--- config.mk ---
export PLATFORM = sky130hd
export DESIGN_NAME = actor_mover
export DESIGN_NICKNAME = d
export VERILOG_FILES = /design/src/rtl/actor_mover_pkg.sv /design/src/rtl/turn_buffer.sv /design/src/rtl/actor_mover.sv
export SDC_FILE = /design/constraint.sdc
export NUM_CORES = 1
export LEC_CHECK = 0
export ABC_CLOCK_PERIOD_IN_PS = 3000
export CORE_MARGIN = 2
export CORE_UTILIZATION = 55
export DETAILED_ROUTE_END_ITERATION = 16
export DONT_BUFFER_PORTS = 1
export MAX_ROUTING_LAYER = met4
export PLACE_DENSITY = 0.7
export SLEW_MARGIN = 20
export SYNTH_ARGS = -nofsm -noshare
export SYNTH_HDL_FRONTEND = slang
export SYNTH_HIERARCHICAL = 1
export SYNTH_SLANG_ARGS = --single-unit
--- constraint.sdc ---
create_clock -name i_clk_50mhz -period 3 [get_ports i_clk_50mhz]
set_input_delay 0.6 -clock i_clk_50mhz [delete_from_list [all_inputs] [get_ports i_clk_50mhz]]
set_output_delay 0.6 -clock i_clk_50mhz [all_outputs]
set_load 0.005 [all_outputs]
--- src/rtl/actor_mover_pkg.sv ---
// actor_mover_pkg: direction codes, FSM state type and a one-hot helper shared by actor_mover and turn_buffer
package actor_mover_pkg;

    localparam logic [3:0] DIR_L    = 4'b1000;
    localparam logic [3:0] DIR_U    = 4'b0100;
    localparam logic [3:0] DIR_R    = 4'b0010;
    localparam logic [3:0] DIR_D    = 4'b0001;
    localparam logic [3:0] DIR_NONE = 4'b0000;

    typedef enum logic [1:0] {S_IDLE, S_MOVING, S_BLOCKED, S_FROZEN} state_t;

    function automatic logic is_onehot(input logic [3:0] d);
        return d != 4'b0 && (d & (d - 4'd1)) == 4'b0;
    endfunction

endpackage

--- src/rtl/turn_buffer.sv ---
// turn_buffer: holds a blocked turn request for a limited number of move ticks and decides when a direction is adopted
//   i_clk        clock
//   i_rst        synchronous active-high reset
//   i_freeze     clears the buffer and suppresses all adoption
//   i_move_tick  movement strobe, ages the pending request
//   i_btn        one-hot request {L,U,R,D}; anything else is ignored
//   i_pass       passability at the current position
//   o_load       a new direction is adopted at the next edge
//   o_load_dir   the direction being adopted
//   o_pending    buffered turn request, one-hot or 0000
module turn_buffer
    import actor_mover_pkg::*;
#(
    parameter int HOLD_TICKS = 16
) (
    input  logic       i_clk,
    input  logic       i_rst,
    input  logic       i_freeze,
    input  logic       i_move_tick,
    input  logic [3:0] i_btn,
    input  logic [3:0] i_pass,
    output logic       o_load,
    output logic [3:0] o_load_dir,
    output logic [3:0] o_pending
);

    logic [7:0] r_cnt;
    logic [3:0] r_pending;
    logic       w_btn_ok;
    logic       w_btn_pass;
    logic       w_pend_ok;

    always_comb begin
        w_btn_ok   = !i_freeze && is_onehot(i_btn);
        w_btn_pass = (i_btn & i_pass) != 4'b0;
        // a fresh button always wins over the buffered request
        w_pend_ok  = !i_freeze && !w_btn_ok && r_pending != DIR_NONE && (r_pending & i_pass) != 4'b0;
        o_load     = (w_btn_ok && w_btn_pass) || w_pend_ok;
        o_load_dir = w_btn_ok ? i_btn : r_pending;
    end

    always_ff @(posedge i_clk) begin
        if (i_rst || i_freeze) begin
            r_pending <= DIR_NONE;
            r_cnt     <= 8'd0;
        end else if (w_btn_ok) begin
            r_pending <= w_btn_pass ? DIR_NONE : i_btn;
            r_cnt     <= w_btn_pass ? 8'd0 : 8'(HOLD_TICKS);
        end else if (w_pend_ok) begin
            r_pending <= DIR_NONE;
            r_cnt     <= 8'd0;
        end else if (r_pending != DIR_NONE && i_move_tick) begin
            r_cnt     <= r_cnt - 8'd1;
            // the tick that takes the counter to zero drops the request
            if (r_cnt == 8'd1) r_pending <= DIR_NONE;
        end
    end

    assign o_pending = r_pending;

endmodule

--- src/rtl/actor_mover.sv ---
// actor_mover: grid actor position and direction FSM with buffered turns and horizontal tunnel wrap
//   i_clk_50mhz          clock
//   i_rst                synchronous active-high reset
//   i_move_tick          single-cycle movement strobe
//   i_gameover           freezes the block while high
//   i_btn                one-hot request {L,U,R,D}
//   i_pass               passability at current position {L,U,R,D}
//   o_p_x, o_p_y         actor position
//   o_going_direction    current direction, one-hot or 0000
//   o_pending_direction  buffered turn, one-hot or 0000
//   o_moving             high only in state MOVING
module actor_mover
    import actor_mover_pkg::*;
#(
    parameter int W          = 9,
    parameter int START_X    = 200,
    parameter int START_Y    = 230,
    parameter int VEL        = 1,
    parameter int X_MIN      = 0,
    parameter int X_MAX      = 447,
    parameter int HOLD_TICKS = 16
) (
    input  logic         i_clk_50mhz,
    input  logic         i_rst,
    input  logic         i_move_tick,
    input  logic         i_gameover,
    input  logic [3:0]   i_btn,
    input  logic [3:0]   i_pass,
    output logic [W-1:0] o_p_x,
    output logic [W-1:0] o_p_y,
    output logic [3:0]   o_going_direction,
    output logic [3:0]   o_pending_direction,
    output logic         o_moving
);

    localparam logic [W-1:0] VEL_W  = W'(VEL);
    localparam logic [W-1:0] XMIN_W = W'(X_MIN);
    localparam logic [W-1:0] XMAX_W = W'(X_MAX);
    // one extra bit so the limits never wrap for small X_MIN or large X_MAX
    localparam logic [W:0]   L_LIM  = (W+1)'(X_MIN + VEL);
    localparam logic [W:0]   R_LIM  = (W+1)'(X_MAX - VEL);

    state_t       r_state;
    state_t       w_state_nx;
    logic [W-1:0] r_x;
    logic [W-1:0] r_y;
    logic [W-1:0] w_x_nx;
    logic [W-1:0] w_y_nx;
    logic [3:0]   r_going;
    logic [3:0]   w_load_dir;
    logic [3:0]   w_pending;
    logic         r_moving;
    logic         w_freeze;
    logic         w_load;
    logic         w_go_pass;
    logic         w_step;

    turn_buffer #(.HOLD_TICKS(HOLD_TICKS)) u_turn_buffer (
        .i_clk       (i_clk_50mhz),
        .i_rst       (i_rst),
        .i_freeze    (w_freeze),
        .i_move_tick (i_move_tick),
        .i_btn       (i_btn),
        .i_pass      (i_pass),
        .o_load      (w_load),
        .o_load_dir  (w_load_dir),
        .o_pending   (w_pending)
    );

    always_comb begin
        // FROZEN still ignores inputs during the cycle after gameover falls
        w_freeze   = i_gameover || r_state == S_FROZEN;
        w_go_pass  = (r_going & i_pass) != 4'b0;
        // movement uses the direction held before this edge, not one being adopted now
        w_step     = !w_freeze && i_move_tick && w_go_pass;
        w_x_nx     = !w_step ? r_x
                   : r_going == DIR_L ? ({1'b0, r_x} < L_LIM ? XMAX_W : r_x - VEL_W)
                   : r_going == DIR_R ? ({1'b0, r_x} > R_LIM ? XMIN_W : r_x + VEL_W)
                   : r_x;
        w_y_nx     = !w_step ? r_y
                   : r_going == DIR_U ? r_y - VEL_W
                   : r_going == DIR_D ? r_y + VEL_W
                   : r_y;
        w_state_nx = i_gameover ? S_FROZEN
                   : r_state == S_FROZEN ? (r_going == DIR_NONE ? S_IDLE : S_BLOCKED)
                   : r_state == S_IDLE ? (w_load ? S_MOVING : S_IDLE)
                   : i_move_tick ? (w_go_pass ? S_MOVING : S_BLOCKED)
                   : r_state;
    end

    always_ff @(posedge i_clk_50mhz) begin
        if (i_rst) begin
            r_x      <= W'(START_X);
            r_y      <= W'(START_Y);
            r_going  <= DIR_NONE;
            r_state  <= S_IDLE;
            r_moving <= 1'b0;
        end else begin
            r_x      <= w_x_nx;
            r_y      <= w_y_nx;
            r_state  <= w_state_nx;
            r_moving <= w_state_nx == S_MOVING;
            if (w_load) r_going <= w_load_dir;
        end
    end

    assign o_p_x               = r_x;
    assign o_p_y               = r_y;
    assign o_going_direction   = r_going;
    assign o_pending_direction = w_pending;
    assign o_moving            = r_moving;

endmodule

; ---- Word level (Yosys, flattened, before mapping)
; Index checks and enable logic that the tools add are counted.
[op_classes]
order_cmp = 2
reduce_logical = 29
n_eq_ne = 7
addsub = 6
n_bitwise = 4
mux = 23
[ops]
columns = op, count
row1 = two-way mux 9 bit, 6
row2 = two-way mux 4 bit, 6
row3 = two-way mux 8 bit, 3
row4 = nonzero test 4 bit, 5
row5 = adder 9 x 1 -> 9 bit (second input constant), 2
row6 = subtractor 9 x 1 -> 9 bit (second input constant), 2
row7 = AND 4 bit, 4
row8 = two-way mux 2 bit, 6
row9 = > comparator 9 bit (second input constant), 1
row10 = logical AND 1 bit, 9
row11 = < comparator 9 x 1 -> 1 bit (second input constant), 1
row12 = == test 8 x 1 -> 1 bit (second input constant), 1
row13 = zero test 4 bit, 2
row14 = subtractor 8 x 1 -> 8 bit (second input constant), 1
row15 = AND reduction 2 bit, 3
row16 = nonzero test 3 bit, 2
row17 = two-way mux 5 bit, 1
row18 = == test 4 x 1 -> 1 bit (second input constant), 1
row19 = == test 4 x 2 -> 1 bit (second input constant), 1
row20 = == test 4 x 3 -> 1 bit (second input constant), 1
row21 = == test 4 bit (second input constant), 1
row22 = nonzero test 2 bit, 2
row23 = subtractor 4 x 1 -> 4 bit (second input constant), 1
row24 = logical OR 1 bit, 3
row25 = other kinds (5), 6
[word_totals]
out_inout_bits = 27
input_bits = 12
word_cells = 78
register_bits = 37

; ---- Logic depth before layout (Yosys ltp)
; Gate-level depths: netlist of the first run.
[depth]
word_depth = 15
mapped_depth = 10
ltp_nobuf = 9

; ---- Hierarchy
; Netlist of the first run, hierarchy kept.
[modules_own_cells]
columns = module, seq_area_each_um2, cells_each, area_each_um2, n_inst
row1 = actor_mover, 500.5, 223, 1704.1, 1
row2 = turn_buffer, 240.2, 74, 723.2, 1

; ---- Worst setup path after synthesis of the first run
; No wires, ideal clock.
[synth_timing]
kind = flip-flop to flip-flop
start = reg r_going[0], in the netlist o_going_direction[0]
end = reg r_y[6], in the netlist o_p_y[6]
path_slack_ps = 558
period_less_slack_ps = 2442
t_arrival_ps = 2328
setup_ps = 114
n_path_buf = 2
required_ps = 2886
stages_incl_launch_ff = 11
cell_sequence = dfxtp_1 > buf_2 > or4b_1 > buf_2 > xnor2_1 > ha_1 > nor4_1 > nand2_1 > o31ai_1 > nand3_1 > a21o_1
[synth_via]
elab_chain_cells = 4
elab_cells_between_ends = 8
cone_classes = eq/ne (2) / mux (1) / bitwise (1) / reduce/logical (4)
[synth_lines]
columns = element, line
row1 = from (decl), actor_mover.sv:49  ; logic [3:0] r_going;
row2 = from (signal assigned), actor_mover.sv:103  ; if (w_load) r_going <= w_load_dir;
row3 = AND 4 bit, actor_mover.sv:73  ; w_go_pass = (r_going & i_pass) != 4'b0;
row4 = nonzero test 4 bit, actor_mover.sv:73
row5 = logical AND 1 bit, actor_mover.sv:75  ; w_step = !w_freeze && i_move_tick && w_go_pass;
row6 = AND reduction 2 bit (no source line), n/a
row7 = to (signal assigned), actor_mover.sv:94  ; r_y <= W'(START_Y);
row8 = to (signal assigned), actor_mover.sv:100  ; r_y <= w_y_nx;
row9 = to (decl), actor_mover.sv:46  ; logic [W-1:0] r_y;
; Parallel ways exist; a longest one is shown, timed or not.
; A chain may end at the register's enable or synchronous reset.

; ---- Worst setup path after layout of the first run
[layout_timing]
start = reg r_going[3], in the netlist o_going_direction[3]
end = reg r_y[6], in the netlist o_p_y[6]
; Same word-level chain as after synthesis.

==> run metrics, run 1 <==
switching pwr 0.217 mW; Min-Delay Startpoint i_rst; post-synth cell types 63; RSZ-0062 raised after global routing no; Worst Skew 0.00371 ns; CP peak stage delay 0.67 ns; Synth area leaders dfxtp_1 (31%), nor2_1 (4.9%), xnor2_1 (4.0%); WHS Path Cells 1; CTS Buffer Depth 2; status complete, no violations; Die Wd 70.4 um; critical-path cell list or4b_1 > xnor2_1 > ha_1 > nor4_1 > nand2_1 > o31ai_1 > nand3_1 > a21o_1; top cells by count, synth dfxtp_1 (37), nor2_1 (32), nand2_1 (22); crit path capture type flop; Seq pwr share 55.5%; Ports 39; R2R Setup Slk 0.47 ns; hold buffers post-CTS 0; slowest CP cell or4b_1; Internal Pwr Total 0.687 mW; Worst-path clk slew 0.07 ns; Yosys top cell area share 30.5%; Final Util 59.1%; final net count 309; first-pass GRT wire length 9630 um; Post-synth top flop dfxtp_1; setup violators final 0; antenna viol nets, final 0; Slew @ Worst Pin 0.905 ns; Slew HR 38.8%; area of the multi-input gates 0.00156 mm^2; Initial Utilization 56.5%; 1st-iter DRT viols 147; initial antenna violation count 0; # fillers 401; synthesized flop and latch total 37; Power, Total 0.904 mW; Rows 24; Mean Syn Cell Area 8.17 um^2; worst r2r src o_going_direction[3]; worst skew pair latency 0.28 ns; # clock sinks 37; Max H-tree Level 2; gpl congestion 0.901; Worst Setup Path Type flop to flop; routed vias 2203; die area 0.00496 mm^2; dpl hpwl 3990 um; Finished Layout Cells 344; dpl cells 336; chip height 70.4 um; worst hold margin 0.382 ns; r2r endpoint o_p_y[6]; final setup TNS 0 ns; number of global-route vias before repair 2014; Clock power frac 36.7%; postcts setup bufs 0; min Tclk post-route 2.53 ns; Comb pwr share 7.8%; layout cells sized above 1 10.6%; Final Hold Fails 0; fin. max-slew vios 0; max_cap viols 0; CTS tree built; CTS resizes 0; fin area 0.00254 mm^2; register area share after synthesis 30.5%; WP data arrival 2.71 ns; dominant cell type by area after synthesis dfxtp_1; Setup Slack @ Placement 0.511 ns; top-count cell post-synth dfxtp_1; Avg WL per Cell 16.4 um; final worst-path cycle share 84.4%; Syn Nets 315; worst-path maximum fanout 8; final setup margin 0.469 ns; Hold Path Sink r_state[0]; async set or reset register ratio after synthesis 0%; class of the worst hold path input port to flop; Ys Warns 6; cts bufs inserted 5; Max Fclk 0.395 GHz; VDD IR max 220 uV; Antenna diodes 0; PortBufs 0; Vias/cell 6.40; drt drc 0; worst path required time 3.18 ns; core area 0.00429 mm^2; CP Launch Type flop; reg2reg path depth 8; routed wire length 5630 um; Synth Instances 297; Reg area 741 um^2; total grt overflow 0; Cell Pwr Density 356 mW/mm^2; largest net degree at the start of global routing 23; drt pass-1 iters 4; Static Leakage 0.867 nW; Syn Std Cell Area 0.00243 mm^2; GRT Total Usage 24.1%; area grow syn2layout 4.59%; number of synthesized flops with an enable pin 0; Post-DP Area 0.00246 mm^2; Root Buffer clkbuf_8; Net Sw Frac 24.0%
[logic make-up (layout without fill, tap and decap cells)]
| group | Yosys count | in the layout | synth area share [%] |
|---|---|---|---|
| AND/OR/NAND/NOR | 117 | 117 | 25.8 |
| AO/OA/AOI/OAI | 77 | 77 | 24.0 |
| flip-flops | 37 | 37 | 30.5 |
| buffers and inverters | 31 | 26 | 5.36 |
| XOR/XNOR | 19 | 19 | 6.86 |
| multiplexers | 10 | 10 | 4.38 |
| adder cells (fa/ha/maj) | 6 | 6 | 3.09 |
[sequential cells by signal, indices dropped and copies added (netlist names)]
name,flops
u_turn_buffer/o_pending,4
r_state,2
u_turn_buffer/r_cnt,8
o_p_y,9
o_going_direction,4
o_moving,1
o_p_x,9
[cell type report]
class	instances	share of cell area, %
Multi-Input combinational cell	229	61.3
Sequential cell	37	29.2
Clock buffer	6	2.86
Tap cell	52	2.56
Timing Repair Buffer	7	2.07
Inverter	11	1.63
Clock inverter	2	0.394
[layer usage]
layer	track usage (%)	vias to the layer above	share of wire [%]
met4	9.19	0	2.1
met3	3.90	14	5.9
li1	-	1098	-
met5	-	-	0
met1	31.8	1019	46
met2	37.1	72	46
[critical path: cells and delay by family (launching register included)]
kind	cells	cell delay, ns
XOR/XNOR	1	0.18
flip-flops	1	0.31
AO/OA/AOI/OAI	2	0.49
AND/OR/NAND/NOR	4	1.18
adder cells (fa/ha/maj)	1	0.26
[placed cells by master, fill, tap and decap left out, drive strengths merged, types with 3 or more instances in the layout]
cell type | Yosys | final
ha | 6 | 6
xor2 | 8 | 8
o21a | 5 | 5
a211oi | 6 | 6
and3 | 3 | 3
inv | 11 | 11
xnor2 | 11 | 11
nand4b | 3 | 3
nor2b | 3 | 3
a22oi | 4 | 4
clkbuf | 15 | 6
nand3 | 12 | 12
a22o | 6 | 6
nor3 | 8 | 8
a31oi | 5 | 5
mux2 | 5 | 5
buf | 5 | 7
dfxtp | 37 | 37
nor2 | 33 | 33
nand4 | 9 | 9
nor4 | 8 | 8
a21oi | 19 | 19
or3 | 3 | 3
o21ai | 5 | 5
nor4b | 3 | 3
a21o | 3 | 3
mux2i | 5 | 5
nand2 | 22 | 22
a311oi | 4 | 4
[how the worst max path moves through the flow]
stage / from / slack (ns) / depth (start not counted) / end
global route: o_going_direction[3] / 0.26 / 8 / o_p_y[6]
CTS: o_going_direction[3] / 0.49 / 8 / o_p_y[6]
detailed placement: o_going_direction[3] / 0.51 / 8 / o_p_y[6]
finish: o_going_direction[3] / 0.47 / 8 / o_p_y[6]
global placement: o_going_direction[3] / 0.56 / 8 / o_p_y[6]
floorplan: o_going_direction[0] / 0.56 / 10 / o_p_y[6]
[power by group through the flow]
stage	Clock, mW	Combinational, mW	Sequential (mW)
after global routing	0.360	0.0773	0.503
after global placement	0	0.0688	0.513
after CTS	0.345	0.0702	0.502
after detailed placement	0	0.0700	0.513
final	0.332	0.0701	0.502
after floorplan	0	0.0609	0.512
Power figures use the tool's default switching activity.
==> run 2: changes to the inputs <==
--- a/config.mk
+++ b/config.mk
@@ -5,13 +5,13 @@
 export SDC_FILE = /design/constraint.sdc
 export NUM_CORES = 1
 export LEC_CHECK = 0
-export ABC_CLOCK_PERIOD_IN_PS = 3000
+export ABC_CLOCK_PERIOD_IN_PS = 2080
 export CORE_MARGIN = 2
 export CORE_UTILIZATION = 55
 export DETAILED_ROUTE_END_ITERATION = 16
 export DONT_BUFFER_PORTS = 1
 export MAX_ROUTING_LAYER = met4
-export PLACE_DENSITY = 0.7
+export PLACE_DENSITY = 0.73
 export SLEW_MARGIN = 20
 export SYNTH_ARGS = -nofsm -noshare
 export SYNTH_HDL_FRONTEND = slang
==> constraint.sdc (replaced) <==
create_clock -name i_clk_50mhz -period 2.08 [get_ports i_clk_50mhz]
set_input_delay 0.416 -clock i_clk_50mhz [delete_from_list [all_inputs] [get_ports i_clk_50mhz]]
set_output_delay 0.416 -clock i_clk_50mhz [all_outputs]
set_load 0.005 [all_outputs]
==> run metrics, run 2 (same netlist as run 1, synthesis figures left out) <==
gpl congestion 0.939 (+4.2%); area grow syn2layout 12.1%; GR Util met2 39.1% (+2.0 points); Worst-path clk slew 0.08 ns (about the same); Final Hold Fails 0 (unchanged); chip height 70.4 um (unchanged); Initial Utilization 56.5% (unchanged); setup violators final 3 (+3); failing checks negative setup slack; CTS tree built; # fillers 398 (-0.75%); area of the multi-input gates 0.00161 mm^2 (+3.6%); status finished with violations; largest net degree at the start of global routing 23 (unchanged); CTS Buffer Depth 2 (unchanged); class of the worst hold path input port to flop; routed wire length 5940 um (+5.5%); crit path capture type flop; total grt overflow 0 (unchanged); Rows 24 (unchanged); worst-path maximum fanout 4 (-4); layout cells sized above 1 17.9% (+7.3 points); Max Fclk 0.468 GHz (+18%); max_cap viols 0 (unchanged); routed vias 2277 (+3.4%); RSZ-0062 raised after global routing yes; worst skew pair latency 0.29 ns (about the same); cts bufs inserted 5 (unchanged); core area 0.00429 mm^2 (unchanged); Slew @ Worst Pin 0.598 ns (-0.307 ns); Setup Slack @ Placement -0.125 ns (-0.636 ns); Die Wd 70.4 um (unchanged); GRT busiest layer met2; number of global-route vias before repair 2128 (+5.7%); Vias/cell 6.34 (-0.96%); WP data arrival 2.31 ns (-0.40 ns); initial antenna violation count 0 (unchanged); fin. max-slew vios 0 (unchanged); PortBufs 0 (unchanged); antenna viol nets, final 0 (unchanged); Cell Pwr Density 497 mW/mm^2 (+40%); final setup margin -0.0581 ns (-0.527 ns); Antenna diodes 0 (unchanged); worst path required time 2.25 ns (-0.93 ns); hold buffers post-CTS 0 (unchanged); postcts setup bufs 0 (unchanged); most frequent cells in the layout dfxtp_1 (36), nor2_1 (32), buf_4 (23); Finished Layout Cells 359 (+4.4%); Reg area 742 um^2 (+0.17%); commonest non-fill, non-tap cell in the layout dfxtp_1; Root Buffer clkbuf_8; worst hold margin 0.182 ns (-0.200 ns); VDD IR max 396 uV (+80%); first-pass GRT wire length 10100 um (+4.9%); drt pass-1 iters 5 (+1); min Tclk post-route 2.14 ns (-0.393 ns); M1 GR Usage 32.5% (+0.68 points); # clock sinks 37 (unchanged); final worst-path cycle share 103% (+18 points); Worst Setup Path Type flop to flop; 1st-iter DRT viols 119 (-19%); die area 0.00496 mm^2 (unchanged); Slew HR 59.8% (+21 points); Avg WL per Cell 16.5 um (+1.1%); GRT Total Usage 25.6% (+1.5 points); Ports 39 (unchanged); Worst Skew 0.00720 ns (+0.00349 ns); drt drc 0 (unchanged); final net count 325 (+5.2%); final setup TNS -0.128 ns (-0.128 ns); CP Launch Type flop; Static Leakage 0.956 nW (+10%); dpl cells 352 (+4.8%); dpl hpwl 4220 um (+5.6%); grt met3 use 6.93% (+3.0 points); Max H-tree Level 2 (unchanged)
## run 2: changes by cell type in the layout (fill, tap and decap cells not counted), sizes merged
cell,change
buf,+16
clkinv,-2
clkbuf,+1
## run 2: layout make-up
| type | count | area share (%) |
|---|---|---|
| Clock buffer | 7 | 3.17 |
| Inverter | 11 | 1.52 |
| Multi-Input combinational cell | 229 | 59.3 |
| Sequential cell | 37 | 27.3 |
| Tap cell | 52 | 2.39 |
| Timing Repair Buffer | 23 | 6.35 |
## run 2: worst paths after layout
kind	cells after the start	from	slack [ns]	to
worst min register to register	2	r_state[0]	0.51	r_state[1]
worst min-delay path	1	i_rst	0.18	o_p_x[0]
worst max-delay path	7	o_going_direction[3]	-0.06	o_p_y[2]
worst max register to register	7	o_going_direction[3]	-0.06	o_p_y[2]
## run 2: repair_timing
action                                  CTS  global route
endpoints found under the setup margin    4             4
pin swaps                                 1             2
gates resized for setup                   5             1
## run 2: routing by layer
metal | up-vias | share of wire [%]
li1 | 1118 | -
met1 | 1076 | 45
met2 | 71 | 46
met3 | 12 | 6.5
met4 | 0 | 2.0
met5 | - | 0
## run 2: worst max-delay path, stage by stage, from the launching register on
cell and delay (ns):
dfxtp_2 0.32, or4b_4 0.56, xnor2_2 0.17, ha_4 0.19, or3_1 0.33, a211oi_2 0.22
xnor2_1 0.16, nand2_1 0.07
## run 2: report_power, final
| part | internal, mW | switching, mW | total (mW) |
|---|---|---|---|
| combinational | 0.0489 | 0.0595 | 0.108 |
| clock | 0.263 | 0.257 | 0.521 |
| sequential | 0.716 | 0.00811 | 0.724 |
## run 2: stage by stage
| stage | power (mW) | cell area, um^2 | utilization [%] |
|---|---|---|---|
| 6_report | 1.35 | 2720 | 63.3 |
| 5_1_grt | 1.40 | 2720 | 63.3 |
| 4_1_cts | 1.37 | 2720 | 63.3 |
| 3_5_place_dp | 0.847 | 2600 | 60.5 |
| 3_3_place_gp | 0.845 | 2600 | 60.5 |
| 2_1_floorplan | 0.827 | 2460 | - |
==> run 3: changes to the inputs <==
--- a/config.mk
+++ b/config.mk
@@ -12,6 +12,7 @@
 export DONT_BUFFER_PORTS = 1
 export MAX_ROUTING_LAYER = met4
 export PLACE_DENSITY = 0.73
+export REMOVE_ABC_BUFFERS = 1
 export SLEW_MARGIN = 20
 export SYNTH_ARGS = -nofsm -noshare
 export SYNTH_HDL_FRONTEND = slang
==> constraint.sdc (replaced) <==
create_clock -name i_clk_50mhz -period 2.08 [get_ports i_clk_50mhz]
set_input_delay 0.416 -clock i_clk_50mhz [delete_from_list [all_inputs] [get_ports i_clk_50mhz]]
set_output_delay 0.416 -clock i_clk_50mhz [all_outputs]
set_load 0.01 [all_outputs]
==> run metrics, run 3 (same netlist as run 1, synthesis figures left out) <==
final setup TNS -0.140 ns (-0.0123 ns); max_cap viols 0 (unchanged); number of global-route vias before repair 2251 (+5.8%); fin. max-slew vios 0 (unchanged); CTS Buffer Depth 2 (unchanged); Final Hold Fails 0 (unchanged); worst skew pair latency 0.29 ns (about the same); Slew HR 60.4% (+0.59 points); worst path required time 2.27 ns (+0.02 ns); Vias/cell 6.44 (+1.5%); GRT Total Usage 25.8% (+0.22 points); failing checks negative setup slack; core area 0.00429 mm^2 (unchanged); die area 0.00496 mm^2 (unchanged); Die Wd 70.4 um (unchanged); Worst Setup Path Type flop to flop; area of the multi-input gates 0.00160 mm^2 (-0.54%); CTS tree built; # clock sinks 37 (unchanged); Initial Utilization 56.5% (unchanged); largest net degree at the start of global routing 23 (unchanged); dpl hpwl 4280 um (+1.5%); Post-DP Area 0.00260 mm^2 (about the same); cts bufs inserted 5 (unchanged); total grt overflow 0 (unchanged); Root Buffer clkbuf_8; fin area 0.00276 mm^2 (+1.6%); Max H-tree Level 2 (unchanged); class of the worst hold path input port to flop; Antenna diodes 0 (unchanged); DR WL met3 420 um (+8.0%); CP Launch Type flop; final worst-path cycle share 104% (+1.6 points); initial antenna violation count 0 (unchanged); drt drc 0 (unchanged); worst-path maximum fanout 3 (-1); setup violators final 4 (+1); routed wire length 6060 um (+2.0%); Worst-path clk slew 0.08 ns (about the same); VDD IR max 424 uV (+7.1%); status finished with violations; drt pass-1 iters 5 (unchanged); Rows 24 (unchanged); routed vias 2337 (+2.6%); Reg area 743 um^2 (+0.17%); 1st-iter DRT viols 116 (-2.5%); area grow syn2layout 13.9%; final setup margin -0.0913 ns (-0.0332 ns); Cell Pwr Density 531 mW/mm^2 (+6.7%); met2 wire len 2900 um (+5.8%); crit path capture type flop; Static Leakage 0.977 nW (+2.2%); first-pass GRT wire length 10300 um (+2.3%); Slew @ Worst Pin 0.589 ns (-0.00874 ns); layout cells sized above 1 19.3% (+1.4 points); final net count 328 (+0.92%); most frequent cells in the layout dfxtp_1 (35), nor2_1 (32), buf_4 (26); dpl cells 355 (+0.85%); # fillers 366 (-8.0%); Metal-1 WL 2680 um (-0.74%); Worst Skew 0.00579 ns (-0.00142 ns); top routing layer used met4; WP data arrival 2.36 ns (+0.05 ns); Max Fclk 0.461 GHz (-1.5%); chip height 70.4 um (unchanged); commonest non-fill, non-tap cell in the layout dfxtp_1; Avg WL per Cell 16.7 um (+0.85%); Ports 39 (unchanged); Finished Layout Cells 363 (+1.1%); RSZ-0062 raised after global routing yes; min Tclk post-route 2.17 ns (+0.0332 ns); gpl congestion 0.884 (-5.9%); PortBufs 0 (unchanged); hold buffers post-CTS 0 (unchanged); antenna viol nets, final 0 (unchanged)
## run 3: metal layers
metal  up-vias  GRT usage [%]
met5         -              -
met4         0           7.48
met3         8           5.48
met2        95           41.2
met1      1105           32.9
li1       1129              -
## run 3: critical path, cell delays in order (launching register included)
cell	delay, ns
dfxtp_1	0.32
or4b_4	0.55
xnor2_1	0.14
ha_2	0.21
nor4_4	0.19
nand2_2	0.13
o31ai_4	0.25
nand3_1	0.10
a21o_1	0.18
## run 3: stage by stage
stage	utilization [%]	power (mW)	setup WS, ns	hold WS, ns
4_1_cts	63.7	1.49	-0.0372	0.176
3_5_place_dp	60.5	0.848	-0.201	0.493
3_3_place_gp	60.5	0.846	-0.176	0.490
6_report	64.4	1.47	-0.0913	0.188
5_1_grt	64.4	1.52	-0.220	0.177
2_1_floorplan	-	0.820	-0.357	0.476
## run 3: final timing paths
kind	from	to	slack, ns	cells past startpoint
max reg2reg	o_going_direction[3]	o_p_y[6]	-0.09	8
min reg2reg	u_turn_buffer/r_cnt[6]	u_turn_buffer/r_cnt[6]	0.52	2
min	i_rst	o_p_x[0]	0.19	1
max	o_going_direction[3]	o_p_y[6]	-0.09	8
## run 3: layout make-up
class,instances,area share [%]
multi-input cells,229,58.0
flip-flops and latches,37,26.9
repair buffers,26,7.06
clock inverters,3,1.67
clock buffers,5,2.49
well taps,52,2.35
inverters,11,1.49
## run 3: power by group
| group | total, mW | switching, mW | internal (mW) |
|---|---|---|---|
| Clock | 0.634 | 0.275 | 0.359 |
| Sequential | 0.724 | 0.00831 | 0.715 |
| Combinational | 0.109 | 0.0605 | 0.0486 |
| Total | 1.47 | 0.344 | 1.12 |
## run 3: timing repair
| action | in CTS | in global routing |
|---|---|---|
| gates resized for setup | 5 | 7 |
| pin swaps | 3 | 4 |
| hold endpoints to repair | 0 | 0 |
| setup buffers | 0 | 0 |
| setup endpoints to repair | 4 | 5 |
